===== src/rtl/serial_pattern_tx.sv =====
// rtl/serial_pattern_tx.sv - MSB-first serial pattern transmitter with repeat, gap and abort
module serial_pattern_tx #(
    parameter int                       PATTERN_WIDTH   = 4,
    parameter int                       COUNT_WIDTH     = 4,
    parameter logic [PATTERN_WIDTH-1:0] DEFAULT_PATTERN = 4'b1101
) (
    input  logic                     Clock,
    input  logic                     Resetn,
    input  logic                     start,
    input  logic                     use_default,
    input  logic [PATTERN_WIDTH-1:0] pattern,
    input  logic [COUNT_WIDTH-1:0]   repeat_count,
    input  logic [COUNT_WIDTH-1:0]   gap_cycles,
    input  logic                     abort,
    output logic                     w,
    output logic                     w_valid,
    output logic                     frame_start,
    output logic                     busy,
    output logic                     done
);

    localparam int                 BIT_W    = $clog2(PATTERN_WIDTH);
    localparam logic [BIT_W-1:0]   LAST_BIT = BIT_W'(PATTERN_WIDTH - 1);
    localparam logic [COUNT_WIDTH-1:0] ONE  = COUNT_WIDTH'(1);

    typedef enum logic [1:0] {
        ST_IDLE = 2'd0,
        ST_SEND = 2'd1,
        ST_GAP  = 2'd2,
        ST_DONE = 2'd3
    } state_t;

    state_t                   state, n_state;
    logic [PATTERN_WIDTH-1:0] pat_lat, n_pat_lat;
    logic [PATTERN_WIDTH-1:0] shreg, n_shreg;
    logic [BIT_W-1:0]         bit_idx, n_bit_idx;
    logic [COUNT_WIDTH-1:0]   frames_left, n_frames_left;
    logic [COUNT_WIDTH-1:0]   gap_len, n_gap_len;
    logic [COUNT_WIDTH-1:0]   gap_cnt, n_gap_cnt;

    always_comb begin
        n_state       = state;
        n_pat_lat     = pat_lat;
        n_shreg       = shreg;
        n_bit_idx     = bit_idx;
        n_frames_left = frames_left;
        n_gap_len     = gap_len;
        n_gap_cnt     = gap_cnt;
        case (state)
            ST_IDLE: begin
                if (start && !abort) begin
                    n_pat_lat     = use_default ? DEFAULT_PATTERN : pattern;
                    n_shreg       = use_default ? DEFAULT_PATTERN : pattern;
                    n_bit_idx     = '0;
                    n_frames_left = (repeat_count == '0) ? ONE : repeat_count;
                    n_gap_len     = gap_cycles;
                    n_gap_cnt     = '0;
                    n_state       = ST_SEND;
                end
            end
            ST_SEND: begin
                if (abort) begin
                    n_state = ST_IDLE;
                end else if (bit_idx == LAST_BIT) begin
                    // frames_left counts the frame just finished, so 1 means last
                    if (frames_left == ONE) begin
                        n_frames_left = '0;
                        n_state       = ST_DONE;
                    end else begin
                        n_frames_left = frames_left - ONE;
                        if (gap_len == '0) begin
                            n_shreg   = pat_lat;
                            n_bit_idx = '0;
                        end else begin
                            n_gap_cnt = gap_len;
                            n_state   = ST_GAP;
                        end
                    end
                end else begin
                    n_shreg   = shreg << 1;
                    n_bit_idx = bit_idx + BIT_W'(1);
                end
            end
            ST_GAP: begin
                if (abort) begin
                    n_state = ST_IDLE;
                end else if (gap_cnt == ONE) begin
                    n_gap_cnt = '0;
                    n_shreg   = pat_lat;
                    n_bit_idx = '0;
                    n_state   = ST_SEND;
                end else begin
                    n_gap_cnt = gap_cnt - ONE;
                end
            end
            ST_DONE: n_state = ST_IDLE;
            default: n_state = ST_IDLE;
        endcase
    end

    // Outputs are registered from the next-state values so they line up with the state they describe
    always_ff @(posedge Clock or negedge Resetn) begin
        if (!Resetn) begin
            state       <= ST_IDLE;
            pat_lat     <= '0;
            shreg       <= '0;
            bit_idx     <= '0;
            frames_left <= '0;
            gap_len     <= '0;
            gap_cnt     <= '0;
            w           <= 1'b0;
            w_valid     <= 1'b0;
            frame_start <= 1'b0;
            busy        <= 1'b0;
            done        <= 1'b0;
        end else begin
            state       <= n_state;
            pat_lat     <= n_pat_lat;
            shreg       <= n_shreg;
            bit_idx     <= n_bit_idx;
            frames_left <= n_frames_left;
            gap_len     <= n_gap_len;
            gap_cnt     <= n_gap_cnt;
            w           <= (n_state == ST_SEND) ? n_shreg[PATTERN_WIDTH-1] : 1'b0;
            w_valid     <= (n_state == ST_SEND);
            frame_start <= (n_state == ST_SEND) && (n_bit_idx == '0);
            busy        <= (n_state == ST_SEND) || (n_state == ST_GAP);
            done        <= (n_state == ST_DONE);
        end
    end

endmodule


===== config.mk =====
export PLATFORM = sky130hd
export DESIGN_NAME = serial_pattern_tx
export DESIGN_NICKNAME = d
export VERILOG_FILES = /design/src/rtl/serial_pattern_tx.sv
export SDC_FILE = /design/constraint.sdc
export NUM_CORES = 1
export LEC_CHECK = 0
export BUFFER_PORTS_ARGS = -buffer_cell sky130_fd_sc_hd__clkbuf_2
export CAP_MARGIN = 20
export CORE_AREA = 10 10 66 68
export DETAILED_ROUTE_END_ITERATION = 12
export DIE_AREA = 0 0 76 78
export GPL_ROUTABILITY_DRIVEN = 0
export GPL_TIMING_DRIVEN = 0
export PLACE_DENSITY_LB_ADDON = 0.12
export SETUP_SLACK_MARGIN = 0.5
export SYNTH_ARGS = -nofsm -noshare
export SYNTH_HDL_FRONTEND = slang
export SYNTH_SLANG_ARGS = --single-unit

===== constraint.sdc =====
create_clock -name Clock -period 2.5 [get_ports Clock]
set_clock_uncertainty 0.15 [all_clocks]
set_input_delay 0.125 -clock Clock [delete_from_list [all_inputs] [get_ports Clock]]
set_output_delay 0.125 -clock Clock [all_outputs]
set_load 0.02 [all_outputs]

==> key figures <==
GRT
  – Initial antenna violation count: 0
  – Pin count of the biggest net entering global routing: 30
  – Global-route wire length before repair: 7.210 mm
  – Vias in the first global route: 1,584
  – GRT Total Usage: 0.1480
  – Congestion Overflow GR: 0

Clock network
  – Root Buffer: clkbuf_4
  – CTS Sinks: 29
  – Clk buf depth: 2
  – CTS buffer count: 5
  – H-tree levels: 2
  – Later-pin clock latency in the skew report: 0.33 ns
  – Clock Pin Slew Worst Setup and Hold Paths: 0.10 ns
  – CTS tree: built

Final layout
  – Most frequent cells in the layout: dfrtp_1 (28), clkbuf_2 (22), buf_4 (18), nand2_1 (14), o21ai_0 (14)
  – Nets: 267
  – Most common cell after layout, fill and taps aside: dfrtp_1
  – Layout cells sized above 1: 0.4333
  – Area delta synth->final: 47.65%
  – Inserted Diodes: 0
  – Design Area, Final: 2435 µm²
  – Core Util, Final: 0.7658
  – Filler Cells Inserted: 216

Logic synthesis
  – Post-synth cell types: 39
  – Mapped cell area: 1649 µm²
  – Syn avg cell area: 9.370 µm²
  – Register area share after synthesis: 0.4401
  – FF+latch count, synth: 29
  – Area leader, netlist: dfrtp_1
  – Synthesized net count: 204
  – Post-synth top area share: 0.4401
  – Post-synthesis cell count: 176
  – Top post-synthesis cells by area: dfrtp_1 (44%), ha_1 (8.3%), o21ai_0 (5.2%)
  – Ys Warns: 0

Critical path
  – Worst R2R End: done
  – Worst reg2reg path startpoint: frames_left[1]
  – CP Data Arrival Time: 2.31 ns
  – R2r worst-path depth: 10
  – Setup crit end kind: flip-flop
  – Crit path launch type: flip-flop
  – CP Launch Point: frames_left[1]
  – R2r setup slk: 0.27 ns
  – CP Max Fanout: 3
  – Crit Path Class: flip-flop to flip-flop
  – Crit path capture: done
  – Data required time of the worst path: 2.58 ns

STA
  – Fin crit share: 0.8922
  – RSZ-0062 raised after global routing: yes
  – Max-slew headroom: 0.5347
  – Slew Viols, Final: 0
  – Number of setup violations in the final report: 0
  – Worst-margin pin slew: 0.6980 ns
  – Tmin final: 2.230 ns
  – Max Clk Rate: 448.4 MHz
  – Hold Vio Cnt, Final: 0
  – Setup TNS Final: 0 ns

Floorplanning
  – IO Pins: 22
  – # rows: 21
  – Die Y: 78 µm
  – Starting Density: 0.5187
  – Die footprint: 5928 µm²
  – Die Wd: 76 µm
  – Core Area: 3179 µm²

Placed design
  – I/O Buffers: 21
  – Placed instance area: 1822 µm²
  – DPL Wire Length: 2.761 mm

Pwr
  – Leak Pwr: 1.131 nW
  – Worst vdd ir: 864.7 µV
  – Pwr Total: 2.689 mW
  – Power Dens Cells: 1104 nW/µm²

Drt
  – Routed via count: 1,555
  – Post-route ant nets: 0
  – WL final: 4.627 mm
  – Drc violations: 0
  – DRT iter0 DRCs: 108
  – Routed wire per std cell: 16.18 µm
  – Via density per instance: 5.437
  – TritonRoute pass-1 iters: 4

Worst hold path
  – Hold/Removal Path Class: primary input to flip-flop
  – Hold Crit Depth: 3

Outcome
  – Status: completed

Flow run
  – # Max-Cap Violations: 0
[synth_stat cells]
master	n
xnor2_1	1
mux2_2	4
o31ai_1	1
nor3b_2	1
or3_1	2
a32o_1	1
nand2_1	15
nand4_1	1
nand3b_1	1
nand3_1	2
nand2b_1	3
nor3_2	1
a222oi_1	1
o41a_1	1
o22ai_1	1
clkbuf_1	4
or3b_4	1
inv_1	17
a221oi_1	2
a21oi_1	13
a211oi_1	1
ha_1	11
nor4_1	3
a22oi_1	2
or2_2	2
nor2_1	14
a221o_1	2
o211ai_4	1
buf_2	2
nor3b_1	3
o21ai_0	17
nor3_1	5
a21o_1	6
nor2b_1	1
o21a_1	1
o41ai_1	1
nor2_4	1
dfrtp_1	29
or4_4	1
[critical path, stage by stage (launching register included)]
cell and delay (ns):
dfrtp_1 0.39, inv_2 0.07, ha_4 0.16, nor3b_4 0.17
buf_6 0.14, a211oi_2 0.28, o21ai_1 0.13, a21o_1 0.20
buf_4 0.14, buf_6 0.10, ha_1 0.18
[kinds of logic after synthesis]
kind of cell             synth area share
AO/OA/AOI/OAI                      0.2049
XOR/XNOR                         0.005312
adder cells (fa/ha/maj)           0.08346
buffers and inverters             0.05387
flip-flops                         0.4401
multiplexers                      0.02731
AND/OR/NAND/NOR                    0.1851
[how the worst min path moves through the flow]
stage / start / endpoint
after floorplan: Resetn / bit_idx[0]
after global placement: Resetn / frames_left[3]
after detailed placement: Resetn / frames_left[2]
after CTS: use_default / pat_lat[1]
after global routing: use_default / pat_lat[1]
final: use_default / pat_lat[1]
[layout make-up]
class                           instances  area [µm²]  area share
Inverter                               17       63.81     0.02621
Buffer                                  6       62.56     0.02569
Multi-Input combinational cell        124        1036      0.4255
Timing Repair Buffer                   56       417.9      0.1716
Clock buffer                            7       65.06     0.02672
Sequential cell                        29       726.9      0.2986
Tap cell                               46       57.56     0.02364
Clock inverter                          1       5.005    0.002055
[repair_timing]
| item | in CTS | in global routing |
|---|---|---|
| endpoints found under the hold margin | 39 | 0 |
| setup buffers | 20 | 4 |
| resized for setup | 40 | 25 |
| setup endpoints to repair | 23 | 19 |
| pin swaps | 18 | 11 |
| hold buffers | 11 | 0 |
[layer usage]
metal | part of all wire | routed length, µm | vias up | GRT usage
met5 | 0 | 0 | - | 0
met4 | 0.019 | 88 | 0 | 0.05492
met3 | 0.055 | 254 | 9 | 0.04608
met2 | 0.52 | 2395 | 51 | 0.2679
met1 | 0.41 | 1889 | 748 | 0.1579
li1 | - | - | 747 | -
[registers in the layout, indices dropped and copies added (netlist names)]
register     flops
frames_left      4
gap_cnt          4
gap_len          4
pat_lat          4
shreg            4
bit_idx          2
state            2
busy             1
done             1
frame_start      1
w                1
w_valid          1
[where the power goes]
part	switching [mW]	internal [mW]
sequential	0.179	0.668
combinational	0.764	0.750
clock	0.165	0.163
total	1.11	1.58
[stage by stage]
stage               hold WS, ns  cells  setup slack, ns
detailed placement      0.06706    243          0.08006
floorplan               -0.3206    176           0.4295
CTS                    0.006055    282           0.3663
finish                  0.01312    286           0.2696
global placement        0.05130    243           0.1262
global route            0.03935    286           0.2007
Note: power is estimated with default switching activity, not from simulation.
